[src/rtl/uio_arb_pkg.sv]
// Shared types and constants for the UIO bus arbiter slice.
package uio_arb_pkg;

    typedef enum logic [1:0] {
        ST_IDLE = 2'd0,
        ST_TURN = 2'd1,
        ST_XFER = 2'd2
    } state_t;

    localparam logic DIR_RD = 1'b0;
    localparam logic DIR_WR = 1'b1;

    localparam int DEF_MAX_LEN  = 8;
    localparam int DEF_TURN_CYC = 1;

    // Requester index to one-hot grant vector.
    function automatic logic [1:0] onehot2(input logic idx);
        return idx ? 2'b10 : 2'b01;
    endfunction

endpackage

[src/rtl/rr_arb2.sv]
// Combinational two-way round-robin pick: a lone requester always wins,
// on contention the requester named by prio wins. Result is one-hot (or 0).
module rr_arb2
    import uio_arb_pkg::*;
(
    input  logic [1:0] req,
    input  logic       prio,
    output logic [1:0] gnt
);

    // Pick the winner from the request vector and current priority holder.
    always_comb begin
        gnt = 2'b00;
        case (req)
            2'b01:   gnt = 2'b01;
            2'b10:   gnt = 2'b10;
            2'b11:   gnt = onehot2(prio);
            default: gnt = 2'b00;
        endcase
    end

endmodule

[src/rtl/uio_bus_arbiter.sv]
// Two-requester arbiter for a shared 8-bit bidirectional pin bus.
// A transaction is a burst of len+1 beats in one direction; a direction
// change inserts TURN_CYC idle cycles with the pins released.
//
// state | meaning
// IDLE  | bus free, pick a winner when enabled
// TURN  | pins released while the bus changes direction
// XFER  | one beat per cycle for the granted owner
module uio_bus_arbiter #(
    parameter int MAX_LEN  = uio_arb_pkg::DEF_MAX_LEN,
    parameter int TURN_CYC = uio_arb_pkg::DEF_TURN_CYC
) (
    input  logic                       clk,
    input  logic                       rst,
    input  logic                       ena,
    input  logic [1:0]                 req_i,
    input  logic [1:0]                 wr_i,
    input  logic [$clog2(MAX_LEN)-1:0] len0_i,
    input  logic [$clog2(MAX_LEN)-1:0] len1_i,
    input  logic [7:0]                 wdata0_i,
    input  logic [7:0]                 wdata1_i,
    output logic [1:0]                 gnt_o,
    output logic                       beat_o,
    output logic [7:0]                 rdata_o,
    output logic [1:0]                 done_o,
    input  logic [7:0]                 uio_in,
    output logic [7:0]                 uio_out,
    output logic [7:0]                 uio_oe
);
    import uio_arb_pkg::*;

    localparam int LW = $clog2(MAX_LEN);
    localparam int TW = (TURN_CYC > 1) ? $clog2(TURN_CYC) : 1;
    // Turnaround counter reload: counts down to zero, so TURN_CYC-1.
    localparam logic [TW-1:0] TURN_LAST = TW'((TURN_CYC > 0) ? TURN_CYC - 1 : 0);

    state_t          state_q, state_d;
    logic            owner_q, owner_d;
    logic            wr_q, wr_d;
    logic [LW-1:0]   len_q, len_d;
    logic            dir_q, dir_d;
    logic            prio_q, prio_d;
    logic [LW-1:0]   beat_cnt_q, beat_cnt_d;
    logic [TW-1:0]   turn_cnt_q, turn_cnt_d;

    logic [1:0]      pick;
    logic            pick_idx;
    logic            sel_wr;
    logic [LW-1:0]   sel_len;
    logic            last_beat;
    logic            wr_beat;
    logic            rd_beat;

    rr_arb2 u_rr_arb2 (
        .req  (req_i),
        .prio (prio_q),
        .gnt  (pick)
    );

    assign pick_idx  = pick[1];
    assign sel_wr    = pick_idx ? wr_i[1] : wr_i[0];
    assign sel_len   = pick_idx ? len1_i : len0_i;
    assign last_beat = (beat_cnt_q == len_q);

    // Register all FSM and transaction context; reset wins over everything.
    always_ff @(posedge clk) begin
        if (rst) begin
            state_q    <= ST_IDLE;
            owner_q    <= 1'b0;
            wr_q       <= DIR_RD;
            len_q      <= '0;
            dir_q      <= DIR_RD;
            prio_q     <= 1'b0;
            beat_cnt_q <= '0;
            turn_cnt_q <= '0;
        end else begin
            state_q    <= state_d;
            owner_q    <= owner_d;
            wr_q       <= wr_d;
            len_q      <= len_d;
            dir_q      <= dir_d;
            prio_q     <= prio_d;
            beat_cnt_q <= beat_cnt_d;
            turn_cnt_q <= turn_cnt_d;
        end
    end

    // Next-state logic: grant in IDLE, count turnaround and beats, abort on ena=0.
    always_comb begin
        state_d    = state_q;
        owner_d    = owner_q;
        wr_d       = wr_q;
        len_d      = len_q;
        dir_d      = dir_q;
        prio_d     = prio_q;
        beat_cnt_d = beat_cnt_q;
        turn_cnt_d = turn_cnt_q;

        case (state_q)
            ST_IDLE: begin
                if (ena && (pick != 2'b00)) begin
                    owner_d    = pick_idx;
                    wr_d       = sel_wr;
                    len_d      = sel_len;
                    dir_d      = sel_wr;
                    beat_cnt_d = '0;
                    if ((sel_wr != dir_q) && (TURN_CYC > 0)) begin
                        state_d    = ST_TURN;
                        turn_cnt_d = TURN_LAST;
                    end else begin
                        state_d = ST_XFER;
                    end
                end
            end

            ST_TURN: begin
                if (!ena) begin
                    state_d = ST_IDLE;
                    prio_d  = ~owner_q;
                end else if (turn_cnt_q == '0) begin
                    state_d = ST_XFER;
                end else begin
                    turn_cnt_d = turn_cnt_q - TW'(1);
                end
            end

            ST_XFER: begin
                if (!ena) begin
                    state_d = ST_IDLE;
                    prio_d  = ~owner_q;
                end else if (last_beat) begin
                    state_d = ST_IDLE;
                    prio_d  = ~owner_q;
                end else begin
                    beat_cnt_d = beat_cnt_q + LW'(1);
                end
            end

            default: begin
                state_d = ST_IDLE;
            end
        endcase
    end

    // Bus-side outputs are purely combinational from state so reset clears them at once.
    always_comb begin
        gnt_o   = 2'b00;
        beat_o  = 1'b0;
        done_o  = 2'b00;
        rdata_o = 8'h00;
        uio_out = 8'h00;
        uio_oe  = 8'h00;
        wr_beat = 1'b0;
        rd_beat = 1'b0;

        if (state_q != ST_IDLE) begin
            gnt_o = onehot2(owner_q);
        end

        if ((state_q == ST_XFER) && ena) begin
            beat_o  = 1'b1;
            wr_beat = (wr_q == DIR_WR);
            rd_beat = (wr_q == DIR_RD);
            if (last_beat) begin
                done_o = onehot2(owner_q);
            end
        end

        if (wr_beat) begin
            uio_oe  = 8'hFF;
            uio_out = owner_q ? wdata1_i : wdata0_i;
        end

        if (rd_beat) begin
            rdata_o = uio_in;
        end
    end

endmodule

[config.mk]
export PLATFORM = sky130hd
export DESIGN_NAME = uio_bus_arbiter
export DESIGN_NICKNAME = d
export VERILOG_FILES = /design/src/rtl/uio_arb_pkg.sv /design/src/rtl/rr_arb2.sv /design/src/rtl/uio_bus_arbiter.sv
export SDC_FILE = /design/constraint.sdc
export NUM_CORES = 1
export LEC_CHECK = 0
export ABC_CLOCK_PERIOD_IN_PS = 1500
export CAP_MARGIN = 20
export CORE_MARGIN = 8
export CORE_UTILIZATION = 55
export CTS_CLUSTER_DIAMETER = 120
export DETAILED_ROUTE_END_ITERATION = 10
export DONT_BUFFER_PORTS = 1
export PLACE_DENSITY = 0.79
export SKIP_CTS_REPAIR_TIMING = 1
export SLEW_MARGIN = 20
export SYNTH_ARGS = -nofsm -noshare
export SYNTH_HDL_FRONTEND = slang
export SYNTH_SLANG_ARGS = --single-unit
[constraint.sdc]
create_clock -name clk -period 1.5 [get_ports clk]
set_input_delay 0.3 -clock clk [delete_from_list [all_inputs] [get_ports clk]]
set_output_delay 0.3 -clock clk [all_outputs]
set_load 0.02 [all_outputs]
==> metrics.txt <==
# TYPE chip_impl_metric gauge
chip_impl_metric{name="yosys.cell_types.count",unit=""} 39
chip_impl_metric{name="grt_pass1_wl",unit="mm"} 3.836
chip_impl_info{name="layout_common_cells",value="sky130_fd_sc_hd__buf_4 (13), sky130_fd_sc_hd__nor2_4 (10), sky130_fd_sc_hd__dfxtp_2 (9), sky130_fd_sc_hd__and3_4 (8), sky130_fd_sc_hd__nor2_1 (7)"} 1
chip_impl_info{name="critical-path-slowest-cell",value="sky130_fd_sc_hd__dfxtp_2"} 1
chip_impl_metric{name="cts-htree-levels",unit=""} 1
chip_impl_metric{name="synth_cells",unit=""} 120
chip_impl_metric{name="setup_slack",unit="ps"} -193.7
chip_impl_metric{name="worst_slew_pin_slew",unit="ps"} 643.4
chip_impl_info{name="crit_end_category",value="register"} 1
chip_impl_metric{name="floorplan.die.height",unit="um"} 57.42
chip_impl_metric{name="final_nets",unit=""} 168
chip_impl_metric{name="critical_path_s_largest_stage_delay",unit="ps"} 370
chip_impl_info{name="path_cells",value="xnor2_4 -> buf_4 -> buf_4 -> a41o_1 -> nor4b_2 -> mux2i_1"} 1
chip_impl_metric{name="register_clock_pin_slew_on_the_reported_worst_setup_and_hold_paths",unit="ps"} 80
chip_impl_metric{name="dieArea",unit="sq mm"} 0.003296
chip_impl_info{name="hp-class",value="in2reg"} 1
chip_impl_info{name="synth_top_family_by_area",value="simple AND/OR/NAND/NOR gates"} 1
chip_impl_metric{name="placementRows",unit=""} 15
chip_impl_metric{name="drt_iter0_drc",unit=""} 49
chip_impl_metric{name="synthSimpleGateAreaFrac",unit=""} 0.2692
chip_impl_metric{name="fillCellCount",unit=""} 87
chip_impl_metric{name="initial_util",unit=""} 0.5648
chip_impl_metric{name="synth-xor-area-share",unit=""} 0.03714
chip_impl_metric{name="final_hold_viol_count",unit=""} 0
chip_impl_info{name="most_area_consuming_cells_after_synthesis",value="sky130_fd_sc_hd__dfxtp_1 (23%), sky130_fd_sc_hd__mux2i_1 (13%), sky130_fd_sc_hd__nor2_1 (6.8%), sky130_fd_sc_hd__buf_4 (6.4%), sky130_fd_sc_hd__and3_1 (6.0%)"} 1
chip_impl_metric{name="viasPerCell",unit=""} 6.507
chip_impl_metric{name="clock_tree.buffer_depth",unit=""} 2
chip_impl_metric{name="irDropWorstVdd",unit="V"} 0.0007822
chip_impl_metric{name="final_core_util",unit=""} 0.8375
chip_impl_metric{name="finish.cell_count_without_fillers",unit=""} 146
chip_impl_metric{name="coreArea",unit="sq mm"} 0.001670
chip_impl_metric{name="clock_buffers_created_by_tritoncts",unit=""} 3
chip_impl_metric{name="sequential_share_of_the_synthesized_area",unit=""} 0.2334
chip_impl_info{name="yosys_most_used_dff",value="sky130_fd_sc_hd__dfxtp_1"} 1
chip_impl_metric{name="hold_path_depth",unit=""} 1
chip_impl_metric{name="crit_required",unit="ps"} 1680
chip_impl_metric{name="synthesis.nets",unit=""} 158
chip_impl_metric{name="total_switching_power",unit="uW"} 361.0
chip_impl_metric{name="timing_max_transition_violations_final",unit=""} 0
chip_impl_metric{name="comb_power_share",unit=""} 0.417
chip_impl_metric{name="postRouteAntennaNets",unit=""} 0
chip_impl_metric{name="drc",unit=""} 0
chip_impl_metric{name="finalWorstPathRequiredPeriod",unit="ps"} 1694
chip_impl_metric{name="synthesis.yosys.warnings",unit=""} 0
chip_impl_metric{name="fp.dieW",unit="um"} 57.42
chip_impl_metric{name="p_int",unit="uW"} 623.2
chip_impl_metric{name="post_route_cells_drive_above_1_share",unit=""} 0.5736
chip_impl_info{name="rsz_0062_raised_after_global_routing",value="true"} 1
chip_impl_metric{name="total_length_of_routed_wires",unit="mm"} 3.431
chip_impl_metric{name="place.detailed.instances",unit=""} 132
chip_impl_metric{name="timing.final.setup_violations",unit=""} 31
chip_impl_metric{name="globalplace.congestion",unit=""} 0.8854
chip_impl_metric{name="pwr-share-clk",unit=""} 0.215
chip_impl_metric{name="layout_worst_path_cycle_share",unit=""} 1.129
chip_impl_info{name="r2r_end",value="beat_cnt_q[2]"} 1
chip_impl_metric{name="cap_viol_max_count",unit=""} 0
chip_impl_metric{name="wire_per_inst",unit="um"} 23.50
chip_impl_metric{name="groute.usage.overall",unit=""} 0.1418
chip_impl_metric{name="synth.mux.area_fraction",unit=""} 0.1432
chip_impl_metric{name="grt_antenna_before_repair",unit=""} 0
chip_impl_info{name="status",value="finished, violations left"} 1
chip_impl_info{name="failed_checks",value="negative setup slack"} 1
chip_impl_metric{name="r2r.worst_path.cells",unit=""} 6
chip_impl_metric{name="clock_latency",unit="ps"} 270
chip_impl_info{name="crit_path_frequent_cell",value="sky130_fd_sc_hd__buf_4"} 1
chip_impl_metric{name="synth-edff-count",unit=""} 0
chip_impl_metric{name="yosysTopAreaCellShare",unit=""} 0.2334
chip_impl_metric{name="power.share.switching",unit=""} 0.3668
chip_impl_metric{name="n_antenna_cell",unit=""} 0
chip_impl_metric{name="ys_ff_latch",unit=""} 11
chip_impl_metric{name="pwr-share-seq",unit=""} 0.368
chip_impl_metric{name="cts_num_sinks",unit=""} 11
chip_impl_info{name="clock-root-buffer",value="sky130_fd_sc_hd__clkbuf_4"} 1
chip_impl_metric{name="synth.cell_area",unit="sq um"} 943.4
chip_impl_metric{name="router_iterations_before_antenna_repair",unit=""} 4
chip_impl_metric{name="fin_worst_skew",unit="ps"} 0.6502
chip_impl_info{name="worstSetupPathType",value="reg2reg"} 1
chip_impl_info{name="synth.largest_area_cell",value="sky130_fd_sc_hd__dfxtp_1"} 1
chip_impl_metric{name="synth_compound_area_frac",unit=""} 0.1631
chip_impl_metric{name="syn2layout_area_growth",unit="%"} 48.28
chip_impl_metric{name="syn-mean-instance-area",unit="sq um"} 7.862
chip_impl_metric{name="grt.overflow.total",unit=""} 0
chip_impl_metric{name="asyncSetResetFlopFracSynth",unit=""} 0
chip_impl_info{name="worstHoldEndpoint",value="len_q[2]"} 1
chip_impl_metric{name="power_per_cell_area",unit="mW/mm^2"} 703.6
chip_impl_metric{name="dp_hpwl",unit="mm"} 2.068
chip_impl_metric{name="worst_endpoint_data_arrival_time",unit="ps"} 1880
chip_impl_metric{name="ff2ff_setup_slack",unit="ps"} -190
chip_impl_metric{name="place.port_buffers",unit=""} 0
chip_impl_metric{name="via_count",unit=""} 950
chip_impl_metric{name="io_pins",unit=""} 66
chip_impl_metric{name="power.static_leakage",unit="uW"} 0.0005273
chip_impl_info{name="worst_setup_path_start_kind",value="register"} 1
chip_impl_metric{name="first_global_vias",unit=""} 814
chip_impl_metric{name="timing.critical_path.fanout_max",unit=""} 4
chip_impl_metric{name="largest_net_degree_at_the_start_of_global_routing",unit=""} 13
chip_impl_info{name="leading_cell_type_in_the_layout_fill_and_taps_excluded",value="sky130_fd_sc_hd__buf_4"} 1
chip_impl_info{name="hold_start",value="rst"} 1
chip_impl_metric{name="slew-limit-headroom",unit=""} 0.5678
chip_impl_info{name="source_of_the_worst_register_to_register_timing_path",value="beat_cnt_q[0]"} 1
chip_impl_info{name="clock_tree_from_tritoncts",value="yes"} 1
chip_impl_metric{name="adder_cell_share_of_the_synthesized_area",unit=""} 0.01326
chip_impl_metric{name="achievable-frequency",unit="MHz"} 590.4
layout make-up:
class	instances	area, sq um	area share
Multi-Input combinational cell	87	898.4	0.6422
Inverter	9	41.29	0.02952
Sequential cell	11	231.5	0.1655
Tap cell	17	21.27	0.01521
Timing Repair Buffer	18	180.2	0.1288
Clock buffer	4	26.28	0.01878
registers in the layout, indices dropped and copies added, names as in the netlist:
signal and cells:
beat_cnt_q 3, owner_q 1, prio_q 1, state_q 2
len_q 3, dir_q 1
worst max-delay path, delay by kind of cell (launching register included):
kind / cells / cell delay (ps)
AO/OA/AOI/OAI: 1 / 270
XOR/XNOR: 1 / 170
buffers and inverters: 2 / 260
flip-flops: 1 / 370
multiplexers: 1 / 260
AND/OR/NAND/NOR: 1 / 290
Yosys cell counts, drive strengths merged (2+ instances only):
master / count
a211oi: 3
inv: 8
a311oi: 2
buf: 12
clkbuf: 2
xnor2: 3
nor2: 18
nand4: 2
nand2: 7
and3: 9
o21ai: 2
nor3: 4
a21oi: 2
nor2b: 2
nand3: 2
mux2i: 12
o311ai: 2
dfxtp: 11
cell families (layout without fill, tap and decap cells):
logic type / Yosys count / after routing
AND/OR/NAND/NOR: 49 / 50
buffers and inverters: 23 / 31
AO/OA/AOI/OAI: 19 / 19
multiplexers: 13 / 13
flip-flops: 11 / 11
XOR/XNOR: 4 / 4
adder cells (fa/ha/maj): 1 / 1
through the flow:
stage	hold WS, ps	total power (uW)	worst slack, ps	TNS, ps	instance area, sq um
6_report	85.46	984.2	-193.7	-3048	1399
5_1_grt	68.01	1028	-264.2	-4358	1399
4_1_cts	87.58	795.3	-266.8	-5411	1001
3_5_place_dp	375.5	592.6	29.26	0	974.7
3_3_place_gp	373.3	583.6	69.23	0	974.7
2_1_floorplan	455.9	557.9	-48.16	-607.0	972.2
worst max path at each step:
stage                   from            end  cells past startpoint
6_report       beat_cnt_q[0]  beat_cnt_q[2]                      6
3_3_place_gp   beat_cnt_q[1]      done_o[0]                      4
5_1_grt        beat_cnt_q[0]  beat_cnt_q[2]                      6
3_5_place_dp      state_q[1]      uio_oe[3]                      7
4_1_cts           state_q[1]      uio_oe[3]                      7
2_1_floorplan     state_q[1]      uio_oe[0]                      8
power by group through the flow:
stage / Combinational, uW / Clock, uW / Sequential, uW
after global routing: 436 / 229 / 364
after global placement: 241 / 0 / 343
final: 411 / 211 / 362
after CTS: 249 / 209 / 337
after floorplan: 220 / 0 / 338
after detailed placement: 249 / 0 / 344
layer usage:
| layer | GRT usage | vias up | part of all wire |
|---|---|---|---|
| li1 | - | 440 | - |
| met1 | 0.1523 | 448 | 0.35 |
| met2 | 0.2669 | 54 | 0.58 |
| met3 | 0.02691 | 8 | 0.050 |
| met4 | 0.04643 | 0 | 0.018 |
| met5 | 0 | - | 0 |
No activity file was read; power rests on OpenSTA's default activity.
